`src/rtl/shared_reg_arb_pkg.sv`:
```
// Shared types and helpers for the shared-register write arbiter.
package shared_reg_arb_pkg;

    typedef enum logic [0:0] {
        ARB    = 1'b0,
        LOCKED = 1'b1
    } arb_state_t;

    // Index width for a requester count; never below one bit.
    function automatic int idx_w(input int n);
        return (n > 1) ? $clog2(n) : 1;
    endfunction

endpackage

```
`src/rtl/shared_reg_write_arbiter_rr_pick.sv`:
```
// Combinational round-robin picker: first asserted request at or above
// i_ptr, wrapping from N-1 back to 0.
module rr_pick #(
    parameter int N  = 2,
    parameter int IW = 1
) (
    input  logic [N-1:0]  i_req,
    input  logic [IW-1:0] i_ptr,
    output logic [N-1:0]  o_grant,
    output logic [IW-1:0] o_idx,
    output logic          o_any
);

    int w_j;

    always_comb begin
        // NOTE: every output gets a default before the search so no path
        // leaves a value unassigned and no latch is inferred.
        o_grant = '0;
        o_idx   = '0;
        o_any   = 1'b0;
        w_j     = 0;
        for (int k = 0; k < N; k++) begin
            w_j = int'(i_ptr) + k;
            if (w_j >= N) w_j = w_j - N;
            if (!o_any && i_req[w_j]) begin
                o_any        = 1'b1;
                o_grant[w_j] = 1'b1;
                o_idx        = IW'(w_j);
            end
        end
    end

endmodule

```
`src/rtl/shared_reg_write_arbiter.sv`:
```
// Single legal writer for a design-global register: round-robin arbitration
// among requesters, optional ownership lock, saturating conflict counter.
module shared_reg_write_arbiter
    import shared_reg_arb_pkg::*;
#(
    parameter int              NUM_REQ   = 2,
    parameter int              DATA_W    = 1,
    parameter int              CNT_W     = 8,
    parameter logic [DATA_W-1:0] RESET_VAL = '0,
    localparam int             IW        = idx_w(NUM_REQ)
) (
    input  logic                      clk,
    input  logic                      rst,
    input  logic [NUM_REQ-1:0]        req,
    input  logic [NUM_REQ-1:0]        lock,
    input  logic [NUM_REQ*DATA_W-1:0] wdata,
    output logic [NUM_REQ-1:0]        grant,
    output logic [DATA_W-1:0]         q,
    output logic [IW-1:0]             q_owner,
    output logic                      q_wr,
    input  logic                      clr_cnt,
    output logic [CNT_W-1:0]          conflict_cnt
);

    arb_state_t        r_state;
    logic [IW-1:0]     r_rr_ptr;
    logic [IW-1:0]     r_owner;
    logic [DATA_W-1:0] r_q;
    logic              r_q_wr;
    logic [CNT_W-1:0]  r_cnt;

    logic [NUM_REQ-1:0] w_pick_grant;
    logic [IW-1:0]      w_pick_idx;
    logic               w_pick_any;
    logic [NUM_REQ-1:0] w_grant;
    logic [IW-1:0]      w_wr_idx;
    logic [IW-1:0]      w_next_ptr;
    logic               w_wr;
    logic               w_conflict;

    rr_pick #(
        .N  (NUM_REQ),
        .IW (IW)
    ) u_rr_pick (
        .i_req   (req),
        .i_ptr   (r_rr_ptr),
        .o_grant (w_pick_grant),
        .o_idx   (w_pick_idx),
        .o_any   (w_pick_any)
    );

    // While locked only the owner can be granted; r_owner is also the last
    // writer, so it serves as both lock owner and q_owner.
    always_comb begin
        w_grant  = '0;
        w_wr_idx = r_owner;
        if (!rst) begin
            if (r_state == LOCKED) begin
                w_grant[r_owner] = req[r_owner];
            end else if (w_pick_any) begin
                w_grant  = w_pick_grant;
                w_wr_idx = w_pick_idx;
            end
        end
    end

    assign w_wr       = |(w_grant & req);
    assign w_conflict = (r_state == ARB) && ($countones(req) >= 2);
    assign w_next_ptr = (w_wr_idx == IW'(NUM_REQ - 1)) ? '0 : w_wr_idx + 1'b1;

    always_ff @(posedge clk) begin
        // NOTE: all state uses non-blocking assignments so every register
        // samples pre-edge values regardless of statement order.
        if (rst) begin
            r_state  <= ARB;
            r_rr_ptr <= '0;
            r_owner  <= '0;
            r_q      <= RESET_VAL;
            r_q_wr   <= 1'b0;
            r_cnt    <= '0;
        end else begin
            r_q_wr <= w_wr;
            if (w_wr) begin
                r_q      <= wdata[w_wr_idx*DATA_W +: DATA_W];
                r_owner  <= w_wr_idx;
                r_rr_ptr <= w_next_ptr;
                r_state  <= lock[w_wr_idx] ? LOCKED : ARB;
            end else if (r_state == LOCKED) begin
                r_state <= ARB;
            end
            if (clr_cnt) begin
                r_cnt <= '0;
            end else if (w_conflict && (r_cnt != '1)) begin
                r_cnt <= r_cnt + 1'b1;
            end
        end
    end

    assign grant        = w_grant;
    assign q            = r_q;
    assign q_owner      = r_owner;
    assign q_wr         = r_q_wr;
    assign conflict_cnt = r_cnt;

endmodule

```
`config.mk`:
```
export PLATFORM = sky130hd
export DESIGN_NAME = shared_reg_write_arbiter
export DESIGN_NICKNAME = d
export VERILOG_FILES = /design/src/rtl/shared_reg_arb_pkg.sv /design/src/rtl/shared_reg_write_arbiter_rr_pick.sv /design/src/rtl/shared_reg_write_arbiter.sv
export SDC_FILE = /design/constraint.sdc
export NUM_CORES = 1
export LEC_CHECK = 0
export BUFFER_PORTS_ARGS = -buffer_cell sky130_fd_sc_hd__buf_2
export CELL_PAD_IN_SITES_DETAIL_PLACEMENT = 0
export CELL_PAD_IN_SITES_GLOBAL_PLACEMENT = 1
export CORE_UTILIZATION = 36
export DETAILED_ROUTE_END_ITERATION = 8
export PLACE_DENSITY = 0.81
export SLEW_MARGIN = 10
export SYNTH_ARGS = -nofsm -noshare
export SYNTH_HDL_FRONTEND = slang
export SYNTH_HIERARCHICAL = 1
export SYNTH_SLANG_ARGS = --single-unit
```
`constraint.sdc`:
```
create_clock -name clk -period 1.61 [get_ports clk]
set_input_delay 0.322 -clock clk [delete_from_list [all_inputs] [get_ports clk]]
set_output_delay 0.322 -clock clk [all_outputs]
set_load 0.02 [all_outputs]
```
After elaboration in Yosys (flattened, before gate mapping)
Index checks and enable logic that the tools add are counted.
Widths: inputs -> output; s select.
Storage, ports and cells
  input bits: 9
  output and inout port bits: 13
  logic and storage cells: 71
  register bits after elaboration: 13
Operators by class
  $lt $le $gt $ge: 10
  equality and inequality tests: 1
  multiplexer cells: 32
  reductions and logical operators: 10
  add/sub/neg operators: 6
  shift operators: 1
  bitwise operators: 5
Operator list (count)
  $ge 32x1->1 const B: 2
  $lt 32x3->1 const B: 2
  $mux 32: 2
  $ge 32x3->1 const B: 1
  $sub 32x3->32 const B: 1
  $mux 1: 22
  $mux 2: 5
  $add 8x1->8 const B: 1
  $ne 8x8->1 const B: 1
  $logic_and 1x1->1: 6
  $reduce_or 2->1: 3
  $and 2x2->2: 2
  $lt 1x2->1 const B: 2
  $demux 1 s1: 3
  $sub 1x2->3 const B: 1
  $add 1x1->2: 1
  $add 1x1->2 const B: 1
  $ge 1x2->1 const B: 1
  $ge 2x2->1 const B: 1
  $not 1->1: 2
  $or 2x2->2: 1
  $shiftx 2x2->1: 1
  $add 1x1->1 const B: 1
  $ge 1x1->1 const B: 1
  $logic_not 1->1: 1

Logic depth before layout (Yosys ltp)
  depth after elaboration: 16
  mapped depth: 6
  depth with buffers taken out: 6

Cells and area by module
Netlist, hierarchy kept.
Modules (own cells, without submodules)
  shared_reg_write_arbiter: area each 693.2 µm², seq. area each 260.2 µm², instances 1, cells an instance 72
  rr_pick: area each 32.5 µm², seq. area each 0.0 µm², instances 1, cells an instance 5

Least setup slack after synthesis
No wires, ideal clock.
  kind: register -> register
  from: register r_cnt[0], in the netlist conflict_cnt[0]
  to: register r_cnt[4], in the netlist conflict_cnt[4]
  cell stages (with the launch flop): 6
  path slack: 0.133 ns
  library setup time: 0.059 ns
  required time: 1.551 ns
  path buffers: 0
  data arrival time: 1.418 ns
  clock period less this slack: 1.477 ns
  path through: dfxtp_1 ha_1 nand3_1 o21ai_2 or4_1 nand2_1
On the way
  word-level cells in the longest chain between the ends: 2
  elaborated cells on any way between the ends: 3
  classes of those cells: add/sub: 1; eq/ne: 1; reduce/logical: 1
RTL lines
  start, declared: RTL line shared_reg_write_arbiter.sv:30  | logic [CNT_W-1:0] r_cnt;
  start signal, assigned: RTL line shared_reg_write_arbiter.sv:94  | r_cnt <= r_cnt + 1'b1;
  branches (longest 2 deep; another with $add 8x1->8)
Parallel ways; which one is timed is not known.
A chain may end at the register's enable or synchronous reset.

Worst setup path after layout
  from: input req[1]
  to: output grant[1]
On the way
  word-level cells in the longest chain between the ends: 10
  elaborated cells on any way between the ends: 19
  classes of those cells: mux: 15; bitwise: 2; reduce/logical: 2
RTL lines
  start, declared: RTL line shared_reg_write_arbiter.sv:14  | input logic [NUM_REQ-1:0] req,
  $mux 1 (not written as such) (3 in series): RTL line shared_reg_write_arbiter_rr_pick.sv:26  | if (!o_any && i_req[w_j]) begin
  $mux 1: RTL line shared_reg_write_arbiter_rr_pick.sv:26
  $logic_not 1->1: RTL line shared_reg_write_arbiter_rr_pick.sv:26
  $logic_and 1x1->1: RTL line shared_reg_write_arbiter_rr_pick.sv:26
  $mux 1 *: RTL line shared_reg_write_arbiter_rr_pick.sv:26
  named net w_pick_any: RTL line shared_reg_write_arbiter.sv:34  | logic w_pick_any;
  $mux 2 *: RTL line shared_reg_write_arbiter.sv:60  | end else if (w_pick_any) begin
  $mux 2 *: RTL line shared_reg_write_arbiter.sv:58  | if (r_state == LOCKED) begin
  $mux 2 *: RTL line shared_reg_write_arbiter.sv:57  | if (!rst) begin
  end, declared: RTL line shared_reg_write_arbiter.sv:17  | output logic [NUM_REQ-1:0] grant,
Mark *: on every way through the listed nets, which the timed path passes. The rest lies on a longest branch. The select of a mux whose other input is x is not followed.

==> flow_metrics.tcl <==
set metrics [dict create \
    grt_pass1_wl_mm 2.31 \
    diodes 0 \
    avgSynthCellArea_um2 9.42 \
    path_buf_inv 2 \
    synth_warnings 6 \
    worst_setup_path_start_kind "input port" \
    grt_antenna_before_repair 0 \
    async_flop_share 0 \
    drt-vias-per-instance 5.08 \
    hold_violations 0 \
    drv_slew 0 \
    start_util 0.403 \
    cts_tree "done" \
    postCtsSetupBuffers 0 \
    crit_family "simple AND/OR/NAND/NOR gates" \
    design_area_um2 896 \
    clkPwrFrac 0.289 \
    fmax_mhz 632 \
    syn_inst 77 \
    nets 113 \
    cts_resized 0 \
    rsz0062_at_grt "true" \
    firstDrtPassIters 2 \
    setup-violations-final 0 \
    ys_seq_area_frac 0.359 \
    cts-hold-fix-buffers 0 \
    slowest_stage "or2_1" \
    power.leakage_nw 0.422 \
    fp.dieW_um 46.9 \
    pin_count 22 \
    layout-drive-gt1-share 0.363 \
    core_region_area_um2 1800 \
    drtIter0Drc 9 \
    synth_cell_types 39 \
    grt.overflow.total 0 \
    fin_tns_setup_ns 0 \
    finClkSkew_ns 0.000499 \
    grt_pass1_vias 544 \
    relSlewSlack 0.788 \
    fin_crit_sh 0.983 \
    status "finished, final reports clean" \
    cts_buffers 3 \
    insertion_delay_ns 0.27 \
    maxCapViolCount 0 \
    crit_type "in2out" \
    syn_nets 87 \
    grtUsageTotal 0.150 \
    port-buffer-count 21 \
    placementRows 15 \
    routabilityCongestion 0.744 \
    grt_max_degree 9 \
    dp_hpwl_mm 1.09 \
    drc_errors 0 \
    cts_root_buffer "clkbuf_4" \
    wirelength_mm 1.40 \
    fin_util 0.497 \
    placedCellCount 123 \
    vdd_drop_max_uv 494 \
    p_sw_frac 0.277 \
    instances_no_fill 127 \
    hold_slack_ns 0.288 \
    cts.sinks 13 \
    intPower_w 0.000493 \
    synth_flop_cell "dfxtp_1" \
    die_h_um 46.9 \
    syn_area_um2 726 \
    tightestPinTransition_ns 0.314 \
    synth-edff-count 0 \
    share_comb_of_total_power 0.201 \
    p_per_area_nw_per_um2 762 \
    wire_per_inst_um 11.0 \
    synth_seq_cells 13 \
    critPathMostFrequentCell "buf_2" \
    area_delta_synth_final_pct 23.4 \
    hold_path_class "in2reg" \
    end_kind "primary output" \
    path_clk_slew_ns 0.07 \
    critical-path-max-stage-delay_ns 0.26 \
    sequentialPowerShare 0.510 \
    path_max_fanout 8 \
    clk_path_buf_depth 2 \
    period_needed_ns 1.58 \
    switchingPower_w 0.000189 \
    num_vias 645 \
    crit_chain "buf_2 > or2_1 > nor2b_1 > a32oi_1 > nor2_1 > buf_2" \
    postPlaceCellArea_um2 868 \
    fillers 183 \
    htreeDepth 1 \
    required_ns 1.29 \
    die_area_um2 2200 \
    ant_nets 0 \
    critPathArrivalTime_ns 1.26 \
]
==> logic make-up (layout without fill, tap and decap cells) <==
kind of cell	count (synthesis)	in the layout	synth area share
buffers and inverters	5	30	0.0276
and+or+nand+nor	30	30	0.253
DFF	13	13	0.359
muxes	5	5	0.0759
AOI/OAI and AO/OA	20	20	0.231
xor gates and xnor gates	3	3	0.0362
adders and majority gates	1	1	0.0172
==> cell type report <==
cell class | instances | area (um^2) | area share
clock buffer | 4 | 26.3 | 0.0293
inverter | 3 | 11.3 | 0.0126
multi-input combinational | 59 | 445 | 0.497
sequential | 13 | 262 | 0.292
tap | 25 | 31.3 | 0.0349
timing repair buffer | 23 | 120 | 0.134
==> registers in the layout, summed over array words and instances, names as in the netlist <==
register and count:
q 1, r_rr_ptr 1, q_owner 1, q_wr 1, r_state 1, conflict_cnt 8
==> cell usage in the layout, fill, tap and decap left out, types with 2 or more instances in the layout <==
| cell | count |
|---|---|
| a21boi_1 | 2 |
| mux2i_1 | 3 |
| xor2_1 | 2 |
| o211ai_1 | 2 |
| buf_2 | 21 |
| or3_1 | 3 |
| buf_4 | 2 |
| inv_1 | 3 |
| nand2_1 | 3 |
| clkbuf_4 | 3 |
| nor2b_1 | 2 |
| nor2_1 | 7 |
| nand3_1 | 4 |
| dfxtp_1 | 12 |
| o21ai_0 | 2 |
| a21oi_1 | 4 |
==> path summary, 6_finish.rpt <==
check / from / end / slack (ns) / depth (start not counted)
setup reg to reg: conflict_cnt[0]$_SDFFE_PP0P_ / conflict_cnt[4]$_SDFFE_PP0P_ / 0.13 / 5
hold / removal: rst / q$_SDFFE_PP0P_ / 0.29 / 2
hold reg to reg: q$_SDFFE_PP0P_ / q$_SDFFE_PP0P_ / 0.46 / 2
setup / recovery: req[1] / grant[1] / 0.03 / 6
==> synthesized netlist by cell type, types with 2 or more instances <==
master,n,share of area
dfxtp_1,13,0.36
nor2_1,7,0.036
a21oi_1,4,0.028
nand3_1,4,0.028
a21boi_0,3,0.031
inv_1,3,0.016
mux2i_1,3,0.041
nand2_1,3,0.016
or3_1,3,0.026
nor2b_1,2,0.017
o211ai_1,2,0.021
o21ai_0,2,0.014
xor2_1,2,0.024
==> worst register-to-register path, cell delays in order, from the launching register on <==
cell	delay (ns)
dfxtp_1	0.34
ha_1	0.24
nand3_1	0.16
o21ai_2	0.13
or4_1	0.48
nand2_1	0.07
==> layer usage <==
| metal | up-vias | wire length [um] | global-route usage |
|---|---|---|---|
| met5 | - | 0 | 0 |
| met2 | 17 | 642 | 0.217 |
| met4 | 0 | 0 | 0.0343 |
| met1 | 294 | 681 | 0.205 |
| li1 | 334 | - | - |
| met3 | 0 | 76 | 0.0692 |
==> power by group through the flow <==
stage                     clock (W)  combinational (W)  sequential [W]
final                      0.000197           0.000137        0.000348
after detailed placement          0           0.000138        0.000355
after CTS                  0.000207           0.000138        0.000347
after global routing       0.000222           0.000150        0.000350
after floorplan                   0          0.0000867        0.000364
after global placement            0           0.000135        0.000355
==> stage by stage <==
| step | power (W) | setup slack [ns] |
|---|---|---|
| final | 0.000682 | 0.0280 |
| after global routing | 0.000722 | -0.0261 |
| after CTS | 0.000692 | 0.00289 |
| after detailed placement | 0.000493 | -0.0147 |
| after global placement | 0.000490 | 0.0374 |
| after floorplan | 0.000450 | 0.133 |
Power figures use the tool's default switching activity.
